## config.mk

```make
export PLATFORM = sky130hd
export DESIGN_NAME = texture_stream_source
export DESIGN_NICKNAME = d
export VERILOG_FILES = /design/src/rtl/texture_stream_source.sv
export SDC_FILE = /design/constraint.sdc
export NUM_CORES = 1
export LEC_CHECK = 0
export BUFFER_PORTS_ARGS = -buffer_cell sky130_fd_sc_hd__buf_2
export CORE_MARGIN = 3
export CORE_UTILIZATION = 50
export DETAILED_ROUTE_END_ITERATION = 16
export PLACE_DENSITY_LB_ADDON = 0.25
export SLEW_MARGIN = 30
export SYNTH_ARGS = -nofsm -noshare
export SYNTH_HDL_FRONTEND = slang
export SYNTH_SLANG_ARGS = --single-unit
```

## constraint.sdc

```tcl
create_clock -name aclk -period 3.2 [get_ports aclk]
set_input_delay 0.16 -clock aclk [delete_from_list [all_inputs] [get_ports aclk]]
set_output_delay 0.16 -clock aclk [all_outputs]
set_load 0.1 [all_outputs]
```

## src/rtl/texture_stream_source.sv

```systemverilog
// rtl/texture_stream_source.sv - streams a contiguous run of texture memory words out as stream beats
module texture_stream_source #(
    parameter int STREAM_WIDTH = 32,
    parameter int ADDR_WIDTH   = 16
) (
    input  logic                    aclk,
    input  logic                    reset,
    input  logic                    cmd_valid,
    output logic                    cmd_ready,
    input  logic [ADDR_WIDTH-1:0]   cmd_addr,
    input  logic [ADDR_WIDTH:0]     cmd_beats,
    output logic                    mem_rd_en,
    output logic [ADDR_WIDTH-1:0]   mem_rd_addr,
    input  logic [STREAM_WIDTH-1:0] mem_rd_data,
    output logic                    m_axis_tvalid,
    input  logic                    m_axis_tready,
    output logic                    m_axis_tlast,
    output logic [STREAM_WIDTH-1:0] m_axis_tdata,
    output logic                    busy
);

    localparam logic [0:0] S_IDLE   = 1'b0;
    localparam logic [0:0] S_STREAM = 1'b1;

    logic [0:0]              state;
    logic [ADDR_WIDTH-1:0]   rd_addr;
    logic [ADDR_WIDTH:0]     rd_left;
    logic                    inflight;
    logic                    inflight_last;
    logic [STREAM_WIDTH-1:0] fifo_data [2];
    logic [1:0]              fifo_last;
    logic                    wr_ptr;
    logic                    rd_ptr;
    logic [1:0]              count;
    logic                    pop;
    logic [1:0]              committed;
    logic                    rd_go;

    always_comb begin
        cmd_ready     = !reset && (state == S_IDLE);
        busy          = !reset && (state == S_STREAM);
        m_axis_tvalid = !reset && (count != 2'd0);
        m_axis_tdata  = reset ? '0 : fifo_data[rd_ptr];
        m_axis_tlast  = m_axis_tvalid && fifo_last[rd_ptr];
        pop           = m_axis_tvalid && m_axis_tready;
        // A slot freed by this cycle's pop may be claimed by a new read, which
        // keeps one beat per cycle while never exceeding two buffered words.
        committed     = count - {1'b0, pop} + {1'b0, inflight};
        rd_go         = busy && (rd_left != '0) && (committed < 2'd2);
        mem_rd_en     = rd_go;
        mem_rd_addr   = reset ? '0 : rd_addr;
    end

    always_ff @(posedge aclk) begin
        if (reset) begin
            state         <= S_IDLE;
            rd_addr       <= '0;
            rd_left       <= '0;
            inflight      <= 1'b0;
            inflight_last <= 1'b0;
            fifo_data[0]  <= '0;
            fifo_data[1]  <= '0;
            fifo_last     <= 2'b00;
            wr_ptr        <= 1'b0;
            rd_ptr        <= 1'b0;
            count         <= 2'd0;
        end else begin
            if (state == S_IDLE) begin
                if (cmd_valid && (cmd_beats != '0)) begin
                    state   <= S_STREAM;
                    rd_addr <= cmd_addr;
                    rd_left <= cmd_beats;
                end
            end else if (pop && m_axis_tlast) begin
                state <= S_IDLE;
            end

            if (rd_go) begin
                rd_addr <= rd_addr + ADDR_WIDTH'(1);
                rd_left <= rd_left - (ADDR_WIDTH + 1)'(1);
            end
            inflight      <= rd_go;
            inflight_last <= rd_go && (rd_left == (ADDR_WIDTH + 1)'(1));

            if (inflight) begin
                fifo_data[wr_ptr] <= mem_rd_data;
                fifo_last[wr_ptr] <= inflight_last;
                wr_ptr            <= ~wr_ptr;
            end
            if (pop) begin
                rd_ptr <= ~rd_ptr;
            end
            count <= count + {1'b0, inflight} - {1'b0, pop};
        end
    end

endmodule
```

**Yosys cells after proc, flatten, opt, wreduce, memory -nomap -nowiden**

Memories as Yosys holds them, arrays and structs flattened. A register that Yosys moved wholly into a read port is not among the register bits.
Cells that the tools add are included.

- Input port bits: 69
- Bits in registers: 42
- Memories kept: 1
- Logic and storage cells: 69
- Memory bits (writable): 64
- Output and inout port bits: 53

Memories:

| name | depth | bits a word | rd ports | clocked after memory_dff | write ports | line | source |
|---|---|---|---|---|---|---|---|
| fifo_data | 2 | 32 | 1 | 1 | 2 | 30 | `logic [STREAM_WIDTH-1:0] fifo_data [2];` |

- Reduce and logical (&&, ||, !) cells: 18
- Muxes and demuxes: 26
- Bitwise gates (word level): 3
- Equality and inequality tests: 2
- $lt $le $gt $ge: 4
- Add/subtract/negate cells: 6

Operators by type and width:

| operator | number |
|---|---|
| 16-bit 2-to-1 mux | 4 |
| 32-bit 2-to-1 mux | 2 |
| 17-bit 2-to-1 mux | 3 |
| 17-bit nonzero test | 2 |
| 32-bit OR reduction | 1 |
| 17-bit by 1-bit == test with 1-bit output, second input constant | 1 |
| 17-bit by 1-bit subtractor with 17-bit output, second input constant | 1 |
| 16-bit by 1-bit adder with 16-bit output, second input constant | 1 |
| 1-bit 2-to-1 mux | 15 |
| 1-bit logical AND | 11 |
| 2-bit by 1-bit adder with 2-bit output | 2 |
| 1-bit by 2-bit < comparator with 1-bit output, second input constant | 2 |
| 2-bit nonzero test | 2 |
| 2-bit by 1-bit subtractor with 2-bit output | 2 |
| 1-bit NOT | 3 |
| 2-bit bitwise mux | 1 |
| 2-bit < comparator, second input constant | 1 |
| 2-bit by 1-bit != test with 1-bit output, second input constant | 1 |
| 2-bit AND reduction | 1 |
| 1-bit demux with 1-bit select | 1 |
| 1-bit >= comparator, second input constant | 1 |
| 1-bit zero test | 1 |

**Logic depth before layout (Yosys ltp)**

Gate-level depths: netlist of the first run.

- Depth in word-level cells: 9
- Mapped depth: 14
- Depth with buffers taken out: 13

**Least setup slack after synthesis of the first run**

No wires, ideal clock.

- Path type: flip-flop to flip-flop
- Start point: reg count[1]
- End point: reg rd_left[0]
- Buffers on the path: 1
- Path slack: -0.776 ns
- Data arrival time: 3.905 ns
- Stages on the path, launching flop included: 15
- Setup time: 0.070 ns
- Period minus slack after synthesis: 3.976 ns
- Required time: 3.130 ns
- Cells stage by stage: dfxtp_1 > nor2_1 > nor2_1 > nand2_1 > inv_1 > ha_1 > inv_1 > ha_1 > xnor3_2 > nand2_4 > a21o_4 > inv_2 > buf_2 > a22oi_1 > a21oi_1

- Longest elaborated chain between the ends: 9
- Elaborated cells between the ends (all ways): 11
- Classes of those cells: add/sub: 2; order compare: 1; eq/ne: 1; mux: 1; reduce/logical: 6

RTL lines:

| item | line | source |
|---|---|---|
| start: declaration | 34 | `logic [1:0] count;` |
| start signal: assignment | 93 | `count <= count + {1'b0, inflight} - {1'b0, pop};` |
| 2-bit nonzero test * | 42 | `m_axis_tvalid = !reset && (count != 2'd0);` |
| 1-bit logical AND * | 42 |  |
| via m_axis_tvalid | 15 | `output logic m_axis_tvalid,` |
| 1-bit logical AND * | 45 | `pop = m_axis_tvalid && m_axis_tready;` |
| via pop | 35 | `logic pop;` |
| 2-bit by 1-bit subtractor with 2-bit output * | 48 | `committed = count - {1'b0, pop} + {1'b0, inflight};` |
| 2-bit by 1-bit adder with 2-bit output * | 48 |  |
| 2-bit < comparator * | 49 | `rd_go = busy && (rd_left != '0) && (committed < 2'd2);` |
| 1-bit logical AND * | 49 |  |
| via mem_rd_en | 12 | `output logic mem_rd_en,` |
| 2-bit by 1-bit != test with 1-bit output (no source line) or 2-bit nonzero test (tied branches) | - |  |
| 2-bit AND reduction (no source line) | - |  |
| end signal: assignment | 72 | `rd_left <= cmd_beats;` |
| end signal: assignment | 80 | `rd_left <= rd_left - (ADDR_WIDTH + 1)'(1);` |
| end: declaration | 27 | `logic [ADDR_WIDTH:0] rd_left;` |

Mark *: on every way through the listed nets, which the timed path passes. The rest lies on a longest branch.
A chain may end at the register's enable or synchronous reset.

**Worst setup path in the final report of the first run**

- Start point: reg count[1]
- End point: out mem_rd_en

- Longest elaborated chain between the ends: 7

RTL lines:

| item | line |
|---|---|
| 2-bit nonzero test | 42 |
| 1-bit logical AND | 42 |
| 1-bit logical AND | 45 |
| via pop | 35 |
| 2-bit by 1-bit subtractor with 2-bit output | 48 |
| 2-bit by 1-bit adder with 2-bit output | 48 |
| 2-bit < comparator | 49 |
| 1-bit logical AND | 49 |
| end: declaration | 12 |

The timed path passes the listed nets, and every way through them passes these cells.

==> flow_summary.yaml, run 1 <==
status:
  status: "complete, no violations"
clock_network:
  postCtsHoldBufs: 0
  clk_latency_ns: 0.37
  clock_tree.root_cell: "sky130_fd_sc_hd__clkbuf_8"
  htree_num_levels: 3
  clock-sinks: 107
  post_cts_resized: 0
  cts_buffer_depth: 2
  tritoncts_buffer_count: 9
  path_clk_slew_ns: 0.12
  cts_tree: "done"
  cts_setup_buffers: 0
worst_hold_path:
  hold_depth: 3
  hp-class: "in2reg"
  timing.hold.worst.start: "cmd_addr[9]"
  sink_of_the_worst_hold_path: "rd_addr[9]$_SDFFE_PP0P_"
detailed_routing:
  drt.antenna.violating_nets: 0
  route.detailed.drc: 0
  drt_iter0_markers: 260
  detailroute.via_count: 4308
  route.detailed.vias_per_inst: 5.62
  wl_um: 12300
  drt_pre_antenna_iters: 5
  wire_per_inst_um: 16.1
timing:
  slew_headroom_pct: 39.5
  rsz0062_at_grt: "false"
  report.final.hold_viol_count: 0
  period_minus_slack_ns: 2.96
  clock_skew_ns: 0.0208
  worstMarginPinSlew_ns: 0.908
  setup_viol_count_final: 0
  timing.fmax_mhz: 338
  timing.setup.tns_ns: 0
  slew_viol_final: 0
  timing.final.crit_share_pct: 92.6
floorplanning:
  initial_core_utilization_pct: 51.7
  fp_rows: 37
  core_area_sq_mm: 0.0104
  chipWidth_um: 110
  die_h_um: 110
  die_area_sq_mm: 0.0120
  pin_count: 122
synth:
  postSynthNetCount: 594
  ys_types: 56
  post_synth_inst_count: 520
  synth_top_area_share_pct: 35.8
  ranking_of_synthesized_cells_by_area: "sky130_fd_sc_hd__edfxtp_1, sky130_fd_sc_hd__dfxtp_1, sky130_fd_sc_hd__and2_1"
  yosys.cell_count.top_type: "sky130_fd_sc_hd__and2_1"
  postSynth.topFlopCell: "sky130_fd_sc_hd__edfxtp_1"
  post_synth.cell_area_avg_sq_um: 10.3
  synth_top_area_cell: "sky130_fd_sc_hd__edfxtp_1"
  syn_area_sq_mm: 0.00536
  post_synth_most_frequent_cells: "sky130_fd_sc_hd__and2_1, sky130_fd_sc_hd__edfxtp_1, sky130_fd_sc_hd__nor2_1"
  ys_warn_count: 0
  synthArstFlopShare_pct: 0
  synth-seq-area-share_pct: 51.9
  synth-edff-count: 64
  synth.ff_latch_count: 107
cells_and_area:
  finish.net_count: 699
  insertedDiodeCount: 0
  fraction_of_layout_cells_with_a_size_suffix_above_1_pct: 24.6
  layout.core_utilization_pct: 60.2
  post_synthesis_to_final_layout_area_growth_pct: 16.5
critical_path:
  critical_path.endpoint_type: "output port"
  r2r_setup_slack_ns: 0.43
  start_of_the_worst_register_to_register_path: "count[1]$_SDFF_PP0_"
  path_max_fanout: 31
  critPathLaunchType: "register"
  timing.reg2reg.worst_path_depth: 13
  cp_data_required_time_ns: 3.04
  path_class: "reg2out"
  reg2reg_end: "rd_addr[8]$_SDFFE_PP0P_"
  timing.critical_path.arrival_ns: 2.80
power_and_ir_drop:
  clock_power_share_pct: 24.3
  worst_ir_drop_vdd_v: 0.000247
  power_density_mw_per_mm2: 515
  combinationalPowerShare_pct: 24.8
  sw_frac_of_total_pct: 35.6
  power.sequential.fraction_pct: 50.9
  power.switching_uw: 1140
  cellInternalPower_uw: 2070
  total_leakage_power_uw: 0.00253
placed_design:
  dp_hpwl_um: 8220
  portBuffers: 121
  gpl.final_weighted_congestion: 0.818
global_routing:
  first_global_vias: 4199
  global_route.overflow_total: 0
  grt_first_pass_wirelength_um: 19600
  number_of_antenna_violations_at_the_first_check_in_global_routing: 0
  grt_max_degree: 89
  grt.total_usage_pct: 20.6
flow_run:
  drv.max_cap_violation_count: 0
how the worst max path moves through the flow:
stage                        startpoint                             to  slack (ns)  cells past startpoint
global route        count[1]$_SDFF_PP0_                      mem_rd_en        0.01                     12
floorplan           count[1]$_SDFF_PP0_        rd_left[0]$_SDFFE_PP0P_        0.12                     14
CTS                 count[1]$_SDFF_PP0_                      mem_rd_en        0.09                     12
finish              count[1]$_SDFF_PP0_                      mem_rd_en        0.24                     12
detailed placement  count[1]$_SDFF_PP0_        rd_addr[8]$_SDFFE_PP0P_        0.34                     13
global placement                  reset  fifo_data[0][6]$_SDFFCE_PN0P_        0.43                      5
critical path: stages, from the launching register on:
cell and delay [ns]:
sky130_fd_sc_hd__dfxtp_1 0.33, sky130_fd_sc_hd__nor2_1 0.23, sky130_fd_sc_hd__nor2_4 0.05, sky130_fd_sc_hd__nand2_1 0.11, sky130_fd_sc_hd__inv_1 0.05, sky130_fd_sc_hd__ha_1 0.26
sky130_fd_sc_hd__inv_1 0.04, sky130_fd_sc_hd__ha_1 0.17, sky130_fd_sc_hd__xnor3_2 0.29, sky130_fd_sc_hd__nand2_4 0.11, sky130_fd_sc_hd__a21o_4 0.32, sky130_fd_sc_hd__inv_4 0.26
sky130_fd_sc_hd__buf_12 0.21
layer usage:
layer	track usage, %	vias up	share of wire, %
li1	-	2105	-
met1	26.7	2049	44
met2	34.5	137	49
met3	3.93	17	5.7
met4	7.21	0	1.6
met5	0	-	0
flip-flops by register name, indices dropped and copies added (netlist names), named ones only:
register and count:
fifo_data 64, rd_left 17, rd_addr 16, count 2, fifo_last 2, inflight 1
inflight_last 1, rd_ptr 1, state 1, wr_ptr 1
final cells by class:
class                   count  area (sq um)
clock inverters             6          55.1
fillers                   908          4120
repair buffers            127           666
inverters                  14          55.1
clock buffers              10           128
well taps                 136           170
multi-input cells         366          2390
flip-flops and latches    107          2790
layout by cell type (no fill, tap or decap), types with 6 or more instances in the layout:
cell	count
sky130_fd_sc_hd__inv_1	13
sky130_fd_sc_hd__mux2i_1	40
sky130_fd_sc_hd__o21ai_0	6
sky130_fd_sc_hd__and2_1	66
sky130_fd_sc_hd__o211ai_1	6
sky130_fd_sc_hd__nor3_1	7
sky130_fd_sc_hd__nor2_1	54
sky130_fd_sc_hd__nand2_1	30
sky130_fd_sc_hd__a31oi_1	10
sky130_fd_sc_hd__buf_4	6
sky130_fd_sc_hd__nand4_1	7
sky130_fd_sc_hd__or3_1	6
sky130_fd_sc_hd__edfxtp_1	64
sky130_fd_sc_hd__dfxtp_1	42
sky130_fd_sc_hd__nand3_1	16
sky130_fd_sc_hd__a21oi_1	19
sky130_fd_sc_hd__o311ai_0	7
sky130_fd_sc_hd__or4_1	6
sky130_fd_sc_hd__nor2b_1	14
sky130_fd_sc_hd__nor4_1	8
sky130_fd_sc_hd__a22oi_1	8
sky130_fd_sc_hd__clkbuf_8	9
sky130_fd_sc_hd__buf_2	120
metrics by stage:
stage | cell area, sq um | worst slack [ns] | power (uW) | hold slack [ns] | std cells
floorplan | 5370 | 0.117 | 2290 | 0.310 | 520
global placement | 6060 | 0.428 | 2450 | 0.422 | 750
finish | 6250 | 0.237 | 3210 | 0.0366 | 766
detailed placement | 6060 | 0.344 | 2470 | 0.431 | 750
global route | 6250 | 0.0147 | 3360 | 0.0411 | 766
CTS | 6240 | 0.0868 | 3240 | 0.0296 | 766
power by group through the flow:
stage	Clock (uW)	Combinational (uW)	Sequential, uW
floorplan	0	662	1630
global placement	0	786	1660
detailed placement	0	799	1670
CTS	801	801	1640
global route	858	856	1650
finish	782	798	1640
kinds of logic (layout without fill, tap and decap cells):
group	Yosys count	after routing	synth area share, %
DFF	107	107	51.9
adders and majority gates	5	5	1.17
AOI/OAI and AO/OA	87	87	11.6
buffers and inverters	47	157	3.83
muxes	40	40	7.47
xor gates and xnor gates	3	3	0.770
and+or+nand+nor	231	231	23.3
Power figures use the tool's default switching activity.
==> run 2: changes to the inputs <==
Settings changed: RECOVER_POWER from default to 25.
==> run 2 against run 1 <==
  * Via count shrank 0.26%
  * Clock power is essentially flat
  * Die area is the same
  * Final cell count is the same
  * Utilization shrank 0.30 points
  * Non-clock buffer count is the same
  * Critical path type unchanged
  * Sequential share of layout area grew 0.22 points
  * Sequential power is essentially flat
  * Power shrank 0.18%
  * The flow now finishes with violations (max-capacitance violations, max-slew violations)
  * Critical path depth is the same
  * Combinational power shrank 0.6%
  * Hold slack gained 0.0049 ns
==> flow_summary.yaml, run 2 (synthesis results as in run 1) <==
timing:
  hold_slack_ns: 0.0415
  timing.fmax_mhz: 337
  slew_headroom_pct: -21.6
  slew_viol_final: 34
  fin_ws_ns: 0.229
  rsz0062_at_grt: "false"
  clock_skew_ns: 0.0170
  period_minus_slack_ns: 2.97
  setup_viol_count_final: 0
  timing.setup.tns_ns: 0
  worstMarginPinSlew_ns: 1.82
  timing.final.crit_share_pct: 92.8
  report.final.hold_viol_count: 0
detailed_routing:
  route.met3.wl_um: 726
  detailroute.via_count: 4297
  route.detailed.drc: 0
  drt.antenna.violating_nets: 0
  route.detailed.vias_per_inst: 5.61
  wl_um: 12300
  met1_length_um: 5410
  drt_iter0_markers: 247
  met2_wirelength_um: 5930
  highest-signal-layer: "met4"
  wire_per_inst_um: 16.0
  drt_pre_antenna_iters: 4
power_and_ir_drop:
  worst_ir_drop_vdd_v: 0.000246
  power_density_mw_per_mm2: 516
  total_leakage_power_uw: 0.00244
global_routing:
  grt_first_pass_wirelength_um: 19600
  first_global_vias: 4199
  number_of_antenna_violations_at_the_first_check_in_global_routing: 0
  global_route.overflow_total: 0
  grt_max_degree: 89
  grt.total_usage_pct: 20.6
status:
  status: "finished, violations left"
  failed_checks: "max-capacitance violations, max-slew violations"
cells_and_area:
  insertedDiodeCount: 0
  layout_common_cells: "sky130_fd_sc_hd__buf_2, sky130_fd_sc_hd__and2_1, sky130_fd_sc_hd__edfxtp_1"
  finish.net_count: 699
  layout_commonest_cell: "sky130_fd_sc_hd__buf_2"
  final-instance-count-excl-fill: 766
  biggestRegsByFlops: "fifo_data (64), rd_left (17), rd_addr (16)"
  layout.core_utilization_pct: 59.9
  fillCellCount: 919
  post_synthesis_to_final_layout_area_growth_pct: 15.9
  largest_register_ffs: 64
  top_register: "fifo_data"
  fraction_of_layout_cells_with_a_size_suffix_above_1_pct: 21.3
critical_path:
  timing.critical_path.arrival_ns: 2.81
  critical-path-max-stage-delay_ns: 0.33
  critPathLaunchType: "register"
  reg2reg_end: "rd_addr[8]$_SDFFE_PP0P_"
  critical_path.endpoint_type: "output port"
  r2r_setup_slack_ns: 0.42
  path_class: "reg2out"
  worstSetupStartpoint: "count[1]$_SDFF_PP0_"
  timing.critical_path.slowest_stage_cell: "sky130_fd_sc_hd__dfxtp_1"
  crit_chain: "nor2_1 > nor2_4 > nand2_1 > inv_1 > ha_1 > inv_1 > ha_1 > xnor3_2 > nand2_4 > a21o_4 > inv_4 > buf_12"
  timing.reg2reg.worst_path_depth: 13
  start_of_the_worst_register_to_register_path: "count[1]$_SDFF_PP0_"
  cp_data_required_time_ns: 3.04
  path_max_fanout: 31
placed_design:
  portBuffers: 121
  place_ws_ns: 0.344
  place_inst: 750
  dp_hpwl_um: 8220
  gpl.final_weighted_congestion: 0.818
worst_hold_path:
  sink_of_the_worst_hold_path: "rd_addr[9]$_SDFFE_PP0P_"
  hp-class: "in2reg"
  hold_depth: 3
  timing.hold.worst.start: "cmd_addr[9]"
clock_network:
  postCtsHoldBufs: 0
  tritoncts_buffer_count: 9
  clk_latency_ns: 0.36
  clock-sinks: 107
  path_clk_slew_ns: 0.11
  clock_tree.root_cell: "sky130_fd_sc_hd__clkbuf_8"
  cts_tree: "done"
  cts_setup_buffers: 0
  htree_num_levels: 3
  post_cts_resized: 0
  cts_buffer_depth: 2
floorplanning:
  pin_count: 122
  chipWidth_um: 110
  initial_core_utilization_pct: 51.7
  fp_rows: 37
  core_area_sq_mm: 0.0104
  die_area_sq_mm: 0.0120
  die_h_um: 110
flow_run:
  drv.max_cap_violation_count: 1
==> run 2: cell count changes in the layout (fill, tap and decap cells not counted) <==
cell	change
sky130_fd_sc_hd__buf_2	-19
sky130_fd_sc_hd__buf_4	-2
sky130_fd_sc_hd__clkbuf_1	+21
==> run 2: critical path: cells and delay by family, from the launching register on <==
| kind | cells | cell delay [ns] |
|---|---|---|
| AO/OA/AOI/OAI | 1 | 0.32 |
| buffers and inverters | 4 | 0.56 |
| AND/OR/NAND/NOR | 4 | 0.51 |
| XOR/XNOR | 1 | 0.29 |
| flip-flops | 1 | 0.33 |
| adder cells (fa/ha/maj) | 2 | 0.43 |
==> run 2: how the worst max path moves through the flow <==
stage                                    end  slack (ns)
3_5_place_dp         rd_addr[8]$_SDFFE_PP0P_        0.34
6_report                           mem_rd_en        0.23
5_1_grt                            mem_rd_en        0.01
2_1_floorplan        rd_left[0]$_SDFFE_PP0P_        0.12
4_1_cts                            mem_rd_en        0.09
3_3_place_gp   fifo_data[0][6]$_SDFFCE_PN0P_        0.43
==> run 2: area by class of cell <==
cell class | instances | area, sq um | share of cell area [%]
Clock buffer | 10 | 128 | 2.05
Sequential cell | 107 | 2790 | 44.8
Timing Repair Buffer | 127 | 634 | 10.2
Inverter | 14 | 55.1 | 0.886
Tap cell | 136 | 170 | 2.74
Multi-Input combinational cell | 366 | 2390 | 38.4
Clock inverter | 6 | 55.1 | 0.886
==> run 2: power by group <==
| group | switching [uW] | leakage (uW) | internal [uW] |
|---|---|---|---|
| Clock | 479 | 0.0000934 | 300 |
| Sequential | 79.5 | 0.00102 | 1560 |
| Combinational | 584 | 0.00133 | 209 |
==> run 2: stage by stage <==
step / cell area, sq um / power (uW)
2_1_floorplan: 5370 / 2290
3_3_place_gp: 6060 / 2450
3_5_place_dp: 6060 / 2470
4_1_cts: 6240 / 3240
5_1_grt: 6220 / 3360
6_report: 6220 / 3210
==> run 2: layer usage <==
layer / up-vias / global-route usage [%]
met3: 19 / 3.93
li1: 2106 / -
met4: 0 / 7.21
met1: 2039 / 26.7
met2: 133 / 34.5
met5: - / 0
